--- src/rtl/btb_update_queue_pkg.sv ---
// Shared types for the BTB update queue: address type, update packet, default depth.
package btb_update_queue_pkg;

    localparam int XLEN           = 32;
    localparam int BTB_UPDQ_DEPTH = 8;

    typedef logic [XLEN-1:0] ADDR;

    typedef struct packed {
        ADDR  PC;
        ADDR  target_PC;
        logic taken;
    } BTB_UPDATE_PACKET;

`ifdef DEBUG
    typedef struct packed {
        logic [$clog2(BTB_UPDQ_DEPTH)-1:0] head;
        logic [$clog2(BTB_UPDQ_DEPTH)-1:0] tail;
        logic [$clog2(BTB_UPDQ_DEPTH):0]   count;
        BTB_UPDATE_PACKET [BTB_UPDQ_DEPTH-1:0] entries;
    } BTB_UPDQ_DEBUG;
`endif

endpackage

--- src/rtl/btb_update_queue.sv ---
// Circular buffer of resolved-branch updates draining one per cycle into the BTB
// write port. A new update whose PC matches the youngest queued entry overwrites
// that entry in place, so the BTB only ever sees the newest target/direction.
module btb_update_queue
    import btb_update_queue_pkg::*;
#(
    parameter  int DEPTH = BTB_UPDQ_DEPTH,
    localparam int PTR_W = $clog2(DEPTH)
) (
    input  logic           clock,
    input  logic           reset,

    input  logic           resolving_valid,
    input  ADDR            resolving_PC,
    input  ADDR            resolving_target_PC,
    input  logic           resolving_taken,
    output logic           resolving_ready,

    output logic           btb_wr_valid,
    output ADDR            btb_wr_PC,
    output ADDR            btb_wr_target_PC,
    output logic           btb_wr_taken,
    input  logic           btb_wr_ready,

    output logic [PTR_W:0] queue_count
);

    localparam logic [PTR_W:0] FULL_CNT = (PTR_W+1)'(DEPTH);

    BTB_UPDATE_PACKET entries [DEPTH];
    logic [PTR_W-1:0] head;
    logic [PTR_W-1:0] tail;
    logic [PTR_W:0]   count;

    logic             push;
    logic             pop;
    logic             coalesce;
    logic             enqueue;
    logic [PTR_W-1:0] tail_prev;

    // Handshakes and the coalesce decision. When the only entry is leaving this
    // cycle it cannot be overwritten, so the push becomes a normal enqueue.
    always_comb begin
        resolving_ready = (count != FULL_CNT);
        btb_wr_valid    = (count != '0);
        push            = resolving_valid & resolving_ready;
        pop             = btb_wr_valid & btb_wr_ready;
        tail_prev       = tail - 1'b1;
        coalesce        = push & (count != '0)
                        & (entries[tail_prev].PC == resolving_PC)
                        & ~((count == (PTR_W+1)'(1)) & pop);
        enqueue         = push & ~coalesce;
    end

    // Head entry drives the BTB write port directly; no input bypass.
    always_comb begin
        btb_wr_PC        = entries[head].PC;
        btb_wr_target_PC = entries[head].target_PC;
        btb_wr_taken     = entries[head].taken;
        queue_count      = count;
    end

    // Entry storage: normal enqueue writes at tail, coalesce rewrites the youngest entry.
    always_ff @(posedge clock) begin
        if (reset) begin
            for (int i = 0; i < DEPTH; i++) begin
                entries[i] <= '0;
            end
        end else if (enqueue) begin
            entries[tail] <= '{PC: resolving_PC, target_PC: resolving_target_PC,
                               taken: resolving_taken};
        end else if (coalesce) begin
            entries[tail_prev].target_PC <= resolving_target_PC;
            entries[tail_prev].taken     <= resolving_taken;
        end
    end

    // Pointers and occupancy; pointers wrap naturally at DEPTH (power of two).
    always_ff @(posedge clock) begin
        if (reset) begin
            head  <= '0;
            tail  <= '0;
            count <= '0;
        end else begin
            if (pop) begin
                head <= head + 1'b1;
            end
            if (enqueue) begin
                tail <= tail + 1'b1;
            end
            unique case ({enqueue, pop})
                2'b10:   count <= count + 1'b1;
                2'b01:   count <= count - 1'b1;
                default: count <= count;
            endcase
        end
    end

endmodule

--- config.mk ---
export PLATFORM = sky130hd
export DESIGN_NAME = btb_update_queue
export DESIGN_NICKNAME = d
export VERILOG_FILES = /design/src/rtl/btb_update_queue_pkg.sv /design/src/rtl/btb_update_queue.sv
export SDC_FILE = /design/constraint.sdc
export NUM_CORES = 1
export LEC_CHECK = 0
export CORE_ASPECT_RATIO = 1.25
export CORE_UTILIZATION = 50
export DETAILED_ROUTE_END_ITERATION = 10
export PLACE_DENSITY = 0.71
export RECOVER_POWER = 50
export SKIP_LAST_GASP = 1
export SYNTH_ARGS = -nofsm -noshare
export SYNTH_HDL_FRONTEND = slang
export SYNTH_SLANG_ARGS = --single-unit
--- constraint.sdc ---
create_clock -name clock -period 9.05 [get_ports clock]
set_input_delay 2.715 -clock clock [delete_from_list [all_inputs] [get_ports clock]]
set_output_delay 2.715 -clock clock [all_outputs]
set_load 0.03 [all_outputs]
==> results.sh <==
export IMPL_period_share_pct=87.5
export IMPL_grt_pass1_wl_mm=124
export IMPL_io_buffers=139
export IMPL_seq_power_share_pct=37.3
export IMPL_ys_types=72
export IMPL_drt_iter0_markers=2168
export IMPL_wl_per_cell_um=28.2
export IMPL_die_w_um=216
export IMPL_yosysMostFrequentCell="edfxtp_1"
export IMPL_swShare_pct=34.0
export IMPL_start_util_pct=50.9
export IMPL_maxCapViolCount=13
export IMPL_gp_congestion=0.916
export IMPL_postRouteAntennaNets=0
export IMPL_path_clk_slew_ns=0.06
export IMPL_fin_hold_ws_ns=0.534
export IMPL_drive_above_1_share_pct=19.1
export IMPL_clk_path_buf_depth=3
export IMPL_leakage_nw=10.6
export IMPL_grt_max_degree=170
export IMPL_crit_type="input pin to flip-flop"
export IMPL_hold_path_class="flip-flop to flip-flop"
export IMPL_fillCellCount=4516
export IMPL_synth_compound_area_share_pct=8.46
export IMPL_combPwrFrac_pct=35.9
export IMPL_crit_fanout=33
export IMPL_relSlewSlack_pct=-116
export IMPL_synthTopCellsByArea="edfxtp_1 (54%), mux4_2 (14%), and2_1 (5.1%)"
export IMPL_die_area_mm2=0.0584
export IMPL_design_area_mm2=0.0323
export IMPL_tightestPinTransition_ns=3.25
export IMPL_place_ws_ns=1.39
export IMPL_synth_net_count=2182
export IMPL_io_pins=140
export IMPL_hold_violations=0
export IMPL_yosys_area_share_simple_pct=12.6
export IMPL_cp_end_kind="flip-flop"
export IMPL_cts_tree="done"
export IMPL_cp_required_ns=9.36
export IMPL_dpl_hpwl_mm=48.8
export IMPL_synthMuxAreaShare_pct=18.3
export IMPL_ys_seq_area_share_pct=55.3
export IMPL_rsz0062_at_grt="no"
export IMPL_maxSlewViolCount=577
export IMPL_async_flop_share_pct=0
export IMPL_fmax_mhz=126
export IMPL_pwr_share_clk_pct=26.8
export IMPL_power_switching_mw=2.86
export IMPL_grt_overflow=0
export IMPL_powerDensity_mw_per_mm2=260
export IMPL_final_setup_worst_slack_ns=1.13
export IMPL_setup_viol_count_final=0
export IMPL_clk_latency_ns=0.62
export IMPL_place_area_mm2=0.0307
export IMPL_outcome="finished, violations left"
export IMPL_postCtsHoldBufs=0
export IMPL_totalWireLength_mm=82.6
export IMPL_cts_sink_count=533
export IMPL_synth_top_family_by_area="multiplexers"
export IMPL_critical_path_arrival_ns=8.24
export IMPL_fin_nets=2219
export IMPL_start_kind="input pin"
export IMPL_netlist_instances=2106
export IMPL_synth_seq_cells=533
export IMPL_violations="capacitance limit, slew limit"
export IMPL_synth_xor_area_share_pct=1.47
export IMPL_vias=19603
export IMPL_synth_edf_count=520
export IMPL_grt_use_total_pct=28.3
export IMPL_die_y_um=270
export IMPL_yosys_most_used_dff="edfxtp_1"
export IMPL_synth_area_leader_cell="edfxtp_1"
export IMPL_grt_pass1_vias=19592
export IMPL_antenna_found_initial=3
export IMPL_syn2layout_area_growth_pct=12.4
export IMPL_rows=97
export IMPL_core_mm2=0.0564
export IMPL_synth_top_area_share_pct=54.4
export IMPL_yosysWarnings=0
export IMPL_post_route_min_period_ns=7.92
export IMPL_utilization_pct=57.2
export IMPL_synth_common_cells="edfxtp_1 (520), and2_1 (236), mux4_2 (181), nand2_1 (153), clkbuf_1 (123)"
export IMPL_finClkSkew_ns=0.0233
export IMPL_cts_root_buffer="clkbuf_16"
export IMPL_synth_area_mm2=0.0287
export IMPL_avgSynthCellArea_um2=13.6
export IMPL_r2r_slack_ns=1.19
export IMPL_via_per_inst=6.70
export IMPL_post_cts_buffers=0
export IMPL_cts_resized=0
export IMPL_numCtsBuffers=54
export IMPL_drc=0
export IMPL_tns_ns=0
export IMPL_drt_first_pass_iters=6
export IMPL_synth_fa_ha_area_share_pct=0.305
export IMPL_h_tree_depth=2
export IMPL_intPower_mw=5.54
export IMPL_peakVddDrop_mv=0.174
[critical path, cell delays in order]
cell	delay (ns)
clkdlybuf4s50_1	0.61
clkinv_1	0.26
nand3_1	0.13
o2111ai_1	0.13
a2111oi_0	0.80
nand4_1	0.21
nor4_1	1.24
a2111oi_2	0.17
clkbuf_1	0.84
or2_2	0.78
buf_4	0.32
[per-layer routing]
metal  global-route usage (%)  share of wire, %  vias to the layer above
li1                         -                 -                     8355
met1                     35.3                35                     9805
met2                     49.1                51                     1226
met3                     4.27               9.0                      211
met4                     11.5               4.3                        6
met5                        0             0.039                        -
[cells by family after synthesis]
| family | Yosys count |
|---|---|
| buffers and inverters | 225 |
| adder cells (fa/ha/maj) | 7 |
| AND/OR/NAND/NOR | 662 |
| XOR/XNOR | 46 |
| flip-flops | 533 |
| AO/OA/AOI/OAI | 351 |
| multiplexers | 282 |
[metrics by stage]
stage	cells	power, mW
CTS	2926	8.41
floorplan	2106	5.19
finish	2927	8.39
global placement	2829	6.13
detailed placement	2829	6.17
global route	2926	8.66
[flip-flops by register name, indices dropped and copies added, names as in the netlist, named ones only]
register / cells
queue_count: 4
tail: 3
entries: 520
head: 3
[path summary, 6_finish.rpt]
path,start,endpoint,cells after the start
worst min-delay path,head[1],flip-flop,2
worst min register to register,head[1],flip-flop,2
worst max register to register,tail[0],entries[3][21],13
worst max-delay path,resolving_PC[9],entries[7][48],11
[layout make-up]
type | count | area (um2) | share of cell area [%]
timing repair buffer | 191 | 1760 | 5.46
multi-input combinational | 1348 | 11900 | 36.9
sequential | 533 | 15900 | 49.2
inverter | 15 | 56.3 | 0.174
clock buffer | 74 | 1480 | 4.58
clock inverter | 23 | 269 | 0.833
antenna | 1 | 2.50 | 0.00775
tap | 742 | 928 | 2.88
[placed cells by master, fill, tap and decap left out, types with 7 or more instances in the layout]
cell type	Yosys	layout
edfxtp_1	520	520
mux4_2	181	181
nand2_1	153	152
clkdlybuf4s50_1	0	130
and2_0	0	128
a21oi_1	113	112
and2_1	236	108
o32ai_1	99	99
nand3_1	89	86
mux2_2	74	74
o22ai_1	67	67
clkbuf_16	0	55
nor2b_1	51	51
buf_4	4	42
nor2_1	39	35
xnor2_1	32	31
nor3_1	31	31
mux2i_1	22	22
clkbuf_1	123	22
o21ai_0	19	17
nand4_1	14	14
xor2_1	13	13
inv_1	13	12
nand2b_1	10	10
dfxtp_1	13	9
clkinv_1	1	8
dlygate4sd3_1	0	8
o211ai_1	7	7
ha_1	7	7
[power groups by stage]
stage               registers [mW]  clock network (mW)  logic, mW
floorplan                     3.07                   0       2.11
global placement              3.17                   0       2.96
detailed placement            3.18                   0       2.99
CTS                           3.13                2.27       3.01
global route                  3.16                2.35       3.15
finish                        3.13                2.25       3.01
Power figures use the tool's default switching activity.
